**src/rtl/hvac_sequencer.sv**
```systemverilog
// hvac_sequencer: fan-lead / minimum-on / purge / lockout sequencer for a
// single heater and a single AC compressor sharing one blower.
// Optional feature macro: HVAC_FAN_PURGE_EN. When defined, every actuator run
// is followed by a fan-only PURGE phase before the HOLD lockout. When it is
// undefined, HEAT/COOL go straight to HOLD and state 4 is never entered.
module hvac_sequencer #(
  parameter int FAN_LEAD  = 4,
  parameter int MIN_ON    = 16,
  parameter int MIN_OFF   = 32,
  parameter int FAN_PURGE = 8
) (
  input  logic       clk,
  input  logic       rst,
  input  logic       enable,
  input  logic       heater_on,
  input  logic       ac_on,
  output logic       heater_en,
  output logic       ac_en,
  output logic       fan_en,
  output logic       lockout,
  output logic       req_conflict,
  output logic [2:0] state
);

  typedef enum logic [2:0] {
    IDLE  = 3'd0,
    LEAD  = 3'd1,
    HEAT  = 3'd2,
    COOL  = 3'd3,
    PURGE = 3'd4,
    HOLD  = 3'd5
  } state_t;

  localparam logic [15:0] LEAD_LD  = 16'(FAN_LEAD - 1);
  localparam logic [15:0] ON_LD    = 16'(MIN_ON - 1);
  localparam logic [15:0] OFF_LD   = 16'(MIN_OFF - 1);
  localparam logic [15:0] PURGE_LD = 16'(FAN_PURGE - 1);

  // Every timing parameter must fit the 16-bit down-counter and be non-zero.
  if (FAN_LEAD < 1 || FAN_LEAD > 65535 || MIN_ON < 1 || MIN_ON > 65535 ||
      MIN_OFF < 1 || MIN_OFF > 65535 || FAN_PURGE < 1 || FAN_PURGE > 65535) begin : g_param_err
    $error("hvac_sequencer: timing parameters must lie in 1..65535");
  end

  state_t      cur;
  state_t      nxt;
  logic [15:0] cnt;
  logic [15:0] cnt_nxt;
  logic [15:0] cnt_dec;
  logic        mode;      // 0 = heat run, 1 = cool run
  logic        mode_nxt;
  logic        heat_req;
  logic        cool_req;
  logic        lat_req;
  logic        cnt_zero;

  // Both requests together are treated as no request at all.
  assign heat_req = heater_on & ~ac_on;
  assign cool_req = ac_on & ~heater_on;
  // An opposite-mode request reads as the latched request being dropped.
  assign lat_req  = mode ? cool_req : heat_req;
  assign cnt_zero = (cnt == 16'd0);
  assign cnt_dec  = cnt_zero ? 16'd0 : (cnt - 16'd1);
  assign state    = cur;

  // State, counter and latched mode registers.
  always_ff @(posedge clk) begin
    if (rst) begin
      cur  <= IDLE;
      cnt  <= 16'd0;
      mode <= 1'b0;
    end else begin
      cur  <= nxt;
      cnt  <= cnt_nxt;
      mode <= mode_nxt;
    end
  end

  // Next-state, counter load/decrement and mode latch.
  always_comb begin
    nxt      = cur;
    cnt_nxt  = cnt_dec;
    mode_nxt = mode;
    case (cur)
      IDLE: begin
        if (enable && (heat_req || cool_req)) begin
          nxt      = LEAD;
          mode_nxt = cool_req;
          cnt_nxt  = LEAD_LD;
        end
      end
      LEAD: begin
        if (!enable || !lat_req) begin
          nxt = IDLE;
        end else if (cnt_zero) begin
          nxt     = mode ? COOL : HEAT;
          cnt_nxt = ON_LD;
        end
      end
      HEAT, COOL: begin
        if (!enable || (cnt_zero && !lat_req)) begin
`ifdef HVAC_FAN_PURGE_EN
          nxt     = PURGE;
          cnt_nxt = PURGE_LD;
`else
          nxt     = HOLD;
          cnt_nxt = OFF_LD;
`endif
        end
      end
      PURGE: begin
`ifdef HVAC_FAN_PURGE_EN
        if (cnt_zero) begin
          nxt     = HOLD;
          cnt_nxt = OFF_LD;
        end
`else
        // Unreachable in this build; recover to a safe idle.
        nxt     = IDLE;
        cnt_nxt = 16'd0;
`endif
      end
      HOLD: begin
        if (cnt_zero) begin
          nxt = IDLE;
        end
      end
      default: begin
        nxt     = IDLE;
        cnt_nxt = 16'd0;
      end
    endcase
  end

  // Registered Moore outputs decoded from the state being entered.
  always_ff @(posedge clk) begin
    if (rst) begin
      heater_en <= 1'b0;
      ac_en     <= 1'b0;
      fan_en    <= 1'b0;
      lockout   <= 1'b0;
    end else begin
      heater_en <= (nxt == HEAT);
      ac_en     <= (nxt == COOL);
      fan_en    <= (nxt == LEAD) || (nxt == HEAT) || (nxt == COOL) || (nxt == PURGE);
      lockout   <= (nxt == HOLD);
    end
  end

  // Sticky conflict flag, cleared only by reset.
  always_ff @(posedge clk) begin
    if (rst) begin
      req_conflict <= 1'b0;
    end else if (heater_on && ac_on) begin
      req_conflict <= 1'b1;
    end
  end

endmodule

```
**config.mk**
```make
export PLATFORM = sky130hd
export DESIGN_NAME = hvac_sequencer
export DESIGN_NICKNAME = d
export VERILOG_FILES = /design/src/rtl/hvac_sequencer.sv
export SDC_FILE = /design/constraint.sdc
export NUM_CORES = 1
export LEC_CHECK = 0
export ABC_AREA = 1
export CELL_PAD_IN_SITES_DETAIL_PLACEMENT = 2
export CELL_PAD_IN_SITES_GLOBAL_PLACEMENT = 2
export CORE_UTILIZATION = 35
export DETAILED_ROUTE_END_ITERATION = 8
export GPL_ROUTABILITY_DRIVEN = 0
export PLACE_DENSITY = 0.83
export SLEW_MARGIN = 10
export SYNTH_ARGS = -nofsm -noshare
export SYNTH_HDL_FRONTEND = slang
export SYNTH_SLANG_ARGS = --single-unit
```
**constraint.sdc**
```tcl
create_clock -name clk -period 3.1 [get_ports clk]
set_input_delay 0.31 -clock clk [delete_from_list [all_inputs] [get_ports clk]]
set_output_delay 0.31 -clock clk [all_outputs]
set_load 0.02 [all_outputs]
```
==> metrics <==
outcome finished, final reports clean; Synth area leaders dfxtp_1 37%, nand2_1 8.5%, nor2_1 7.4%, inv_1 5.8%, nand3_1 5.5%; pin count of the biggest net entering global routing 14; Area after DPL 1533 µm²; post-CTS sizing 0; fill cell count 450; Synth Area per Inst 7.432 µm²; IO Pins 13; largest area contributor in the netlist dfxtp_1; CP required 3250 ps; Max Cap Viol 0; Detail Placement HPWL 3.075 mm; total CTS buffers 3; synth-to-layout area growth 15.37%; DRT iter0 DRCs 31; Post-CTS Hold Fix Bufs 0; most crowded layer after global routing met2; GR met1 Demand/Resource 22.26%; initial antenna violation count 0; syn nets 193; Setup WS pre-CTS 861.1 ps; H-tree depth 1; Seq/Total Area, Yosys 36.60%; area of the core 3716 µm²; Pre-Repair DR Iteration Count 4; Ys Warns 0; clock buffer depth 2; die area 4162 µm²; Final Cell Area 1578 µm²; Hold Fails Final Rpt 0; routed wire length 3.763 mm; drt drc 0; HP Class flop to flop; Horiz. Die Dim 64.51 µm; Leak Pwr 0.0007362 µW; Ant. Diodes 0; Setup Viol. Count Final 0; die height 64.51 µm; Synth Register Bits 25; worst-margin pin slew 503.4 ps; CTS sink cnt 25; vias per cell 4.996; Post-Syn Area 1368 µm²; post-route ant nets 0; RSZ-0062 raised after global routing no; total setup buffers inserted after CTS 0; arrival time at the worst endpoint 2070 ps; final setup TNS 0 ps; Clock transition at path regs 90 ps; pwr dens 1153 nW/µm²; routing usage on met2 37.63%; first-pass GRT wire length 6.334 mm; top cell type's share of synthesized area 36.60%; Crit Path Max Fanout 3; Worst setup SP type input port; routing usage on met3 4.401%; Initial Util 36.80%; CTS tree done; Root Buffer clkbuf_8; Final #Nets 208; via count 1229; VDD IR-drop max 308.7 µV; final worst setup slack 1184 ps; Rows 22; Setup crit end kind flop; ratio of cells with drive above 1 in the final layout 18.69%; vias in the first global route 1352; GRT Util Overall 19.96%; unique cell type count in the Yosys netlist 27; Clock Skew 0.6857 ps; Slew headroom 66.33%; total congestion overflow 0; Post-Synthesis Cells 184; IO Port Bufs 12; Final min period 1916 ps; WS Path Type input port to flop; max-slew violations 0; fmax 0.5220 GHz; crit share post-route 61.79%; worst skew pair latency 270 ps; mean routed wirelength per cell 15.30 µm
synthesized netlist by cell type:
master    instances
nand2_4           2
nor4_1            1
xor2_1            6
nor2_2           12
or2_2             1
buf_6             1
or2_1             1
a21oi_1           4
a31oi_2           1
nor3_2            1
ha_1              4
inv_1            21
inv_2             3
nand2_2           6
o21ai_0           3
a21oi_2           3
nor2_4            3
o21bai_1          1
o21ai_2           1
nand3_1          15
nand3_2           1
nand4_1           4
xnor2_1           5
nand2_1          31
clkbuf_1          1
nor2_1           27
dfxtp_1          25
metrics by stage:
step | hold slack (ps) | total power, µW | instances | utilization, %
4_1_cts | 518.7 | 1849 | 246 | 42.46
5_1_grt | 548.5 | 1983 | 246 | 42.46
2_1_floorplan | 464.1 | 1373 | 184 | -
3_3_place_gp | 462.0 | 1524 | 242 | 41.25
3_5_place_dp | 499.4 | 1642 | 242 | 41.25
6_report | 509.2 | 1820 | 246 | 42.46
area by class of cell:
| cell class | instances | area, µm² | share of cell area (%) |
|---|---|---|---|
| Clock buffer | 4 | 45.04 | 2.855 |
| Inverter | 24 | 90.09 | 5.710 |
| Timing Repair Buffer | 12 | 120.1 | 7.613 |
| Tap cell | 48 | 60.06 | 3.807 |
| Sequential cell | 25 | 500.5 | 31.72 |
| Multi-Input combinational cell | 133 | 762.0 | 48.30 |
per-layer routing:
| metal | vias up | wire length [µm] | share of wire, % |
|---|---|---|---|
| met2 | 15 | 1956 | 52 |
| met3 | 6 | 89 | 2.4 |
| met1 | 604 | 1662 | 44 |
| met5 | - | 0 | 0 |
| li1 | 604 | - | - |
| met4 | 0 | 55 | 1.5 |
critical path: stages:
cell	delay, ps
clkdlybuf4s50_1	510
inv_1	60
ha_1	290
nor2_1	150
nor2_1	70
nor2_1	170
o21ai_0	180
o21ai_0	140
o21ai_2	80
inv_2	60
nor2_2	30
report_power, final:
group | internal [µW] | leakage [µW] | switching [µW]
clock | 92.0 | 0.0000228 | 105
sequential | 422 | 0.000204 | 110
combinational | 405 | 0.000509 | 685
total | 919 | 0.000736 | 900
path summary, 6_finish.rpt:
| path | from | endpoint | slack (ps) | depth (start not counted) |
|---|---|---|---|---|
| setup / recovery | heater_on | cnt[2] | 1180 | 11 |
| hold / removal | req_conflict | req_conflict | 510 | 2 |
| setup reg to reg | cnt[0] | cnt[0] | 1280 | 10 |
| hold reg to reg | req_conflict | req_conflict | 510 | 2 |
cell usage in the layout, fill, tap and decap left out, drive strengths merged:
master / instances
xor2: 6
a21oi: 7
clkdlybuf4s50: 12
nor2: 42
nor4: 1
clkbuf: 4
o21ai: 4
or2: 2
ha: 4
nand2: 39
a31oi: 1
o21bai: 1
inv: 24
nand3: 16
nor3: 1
nand4: 4
dfxtp: 25
xnor2: 5
flip-flops by register name, indices dropped and copies added (netlist names):
name / flops
lockout: 1
req_conflict: 1
state: 3
heater_en: 1
fan_en: 1
ac_en: 1
mode: 1
cnt: 16
kinds of logic (layout without fill, tap and decap cells):
kind of cell / after synthesis / in the layout / synth area share, %
compound gates: 13 / 13 / 6.588
xor+xnor: 11 / 11 / 7.045
flops: 25 / 25 / 36.60
fa+ha+maj: 4 / 4 / 3.660
simple gates: 105 / 105 / 38.43
buf+inv: 26 / 40 / 7.685
(Power assumes the default switching activity.)
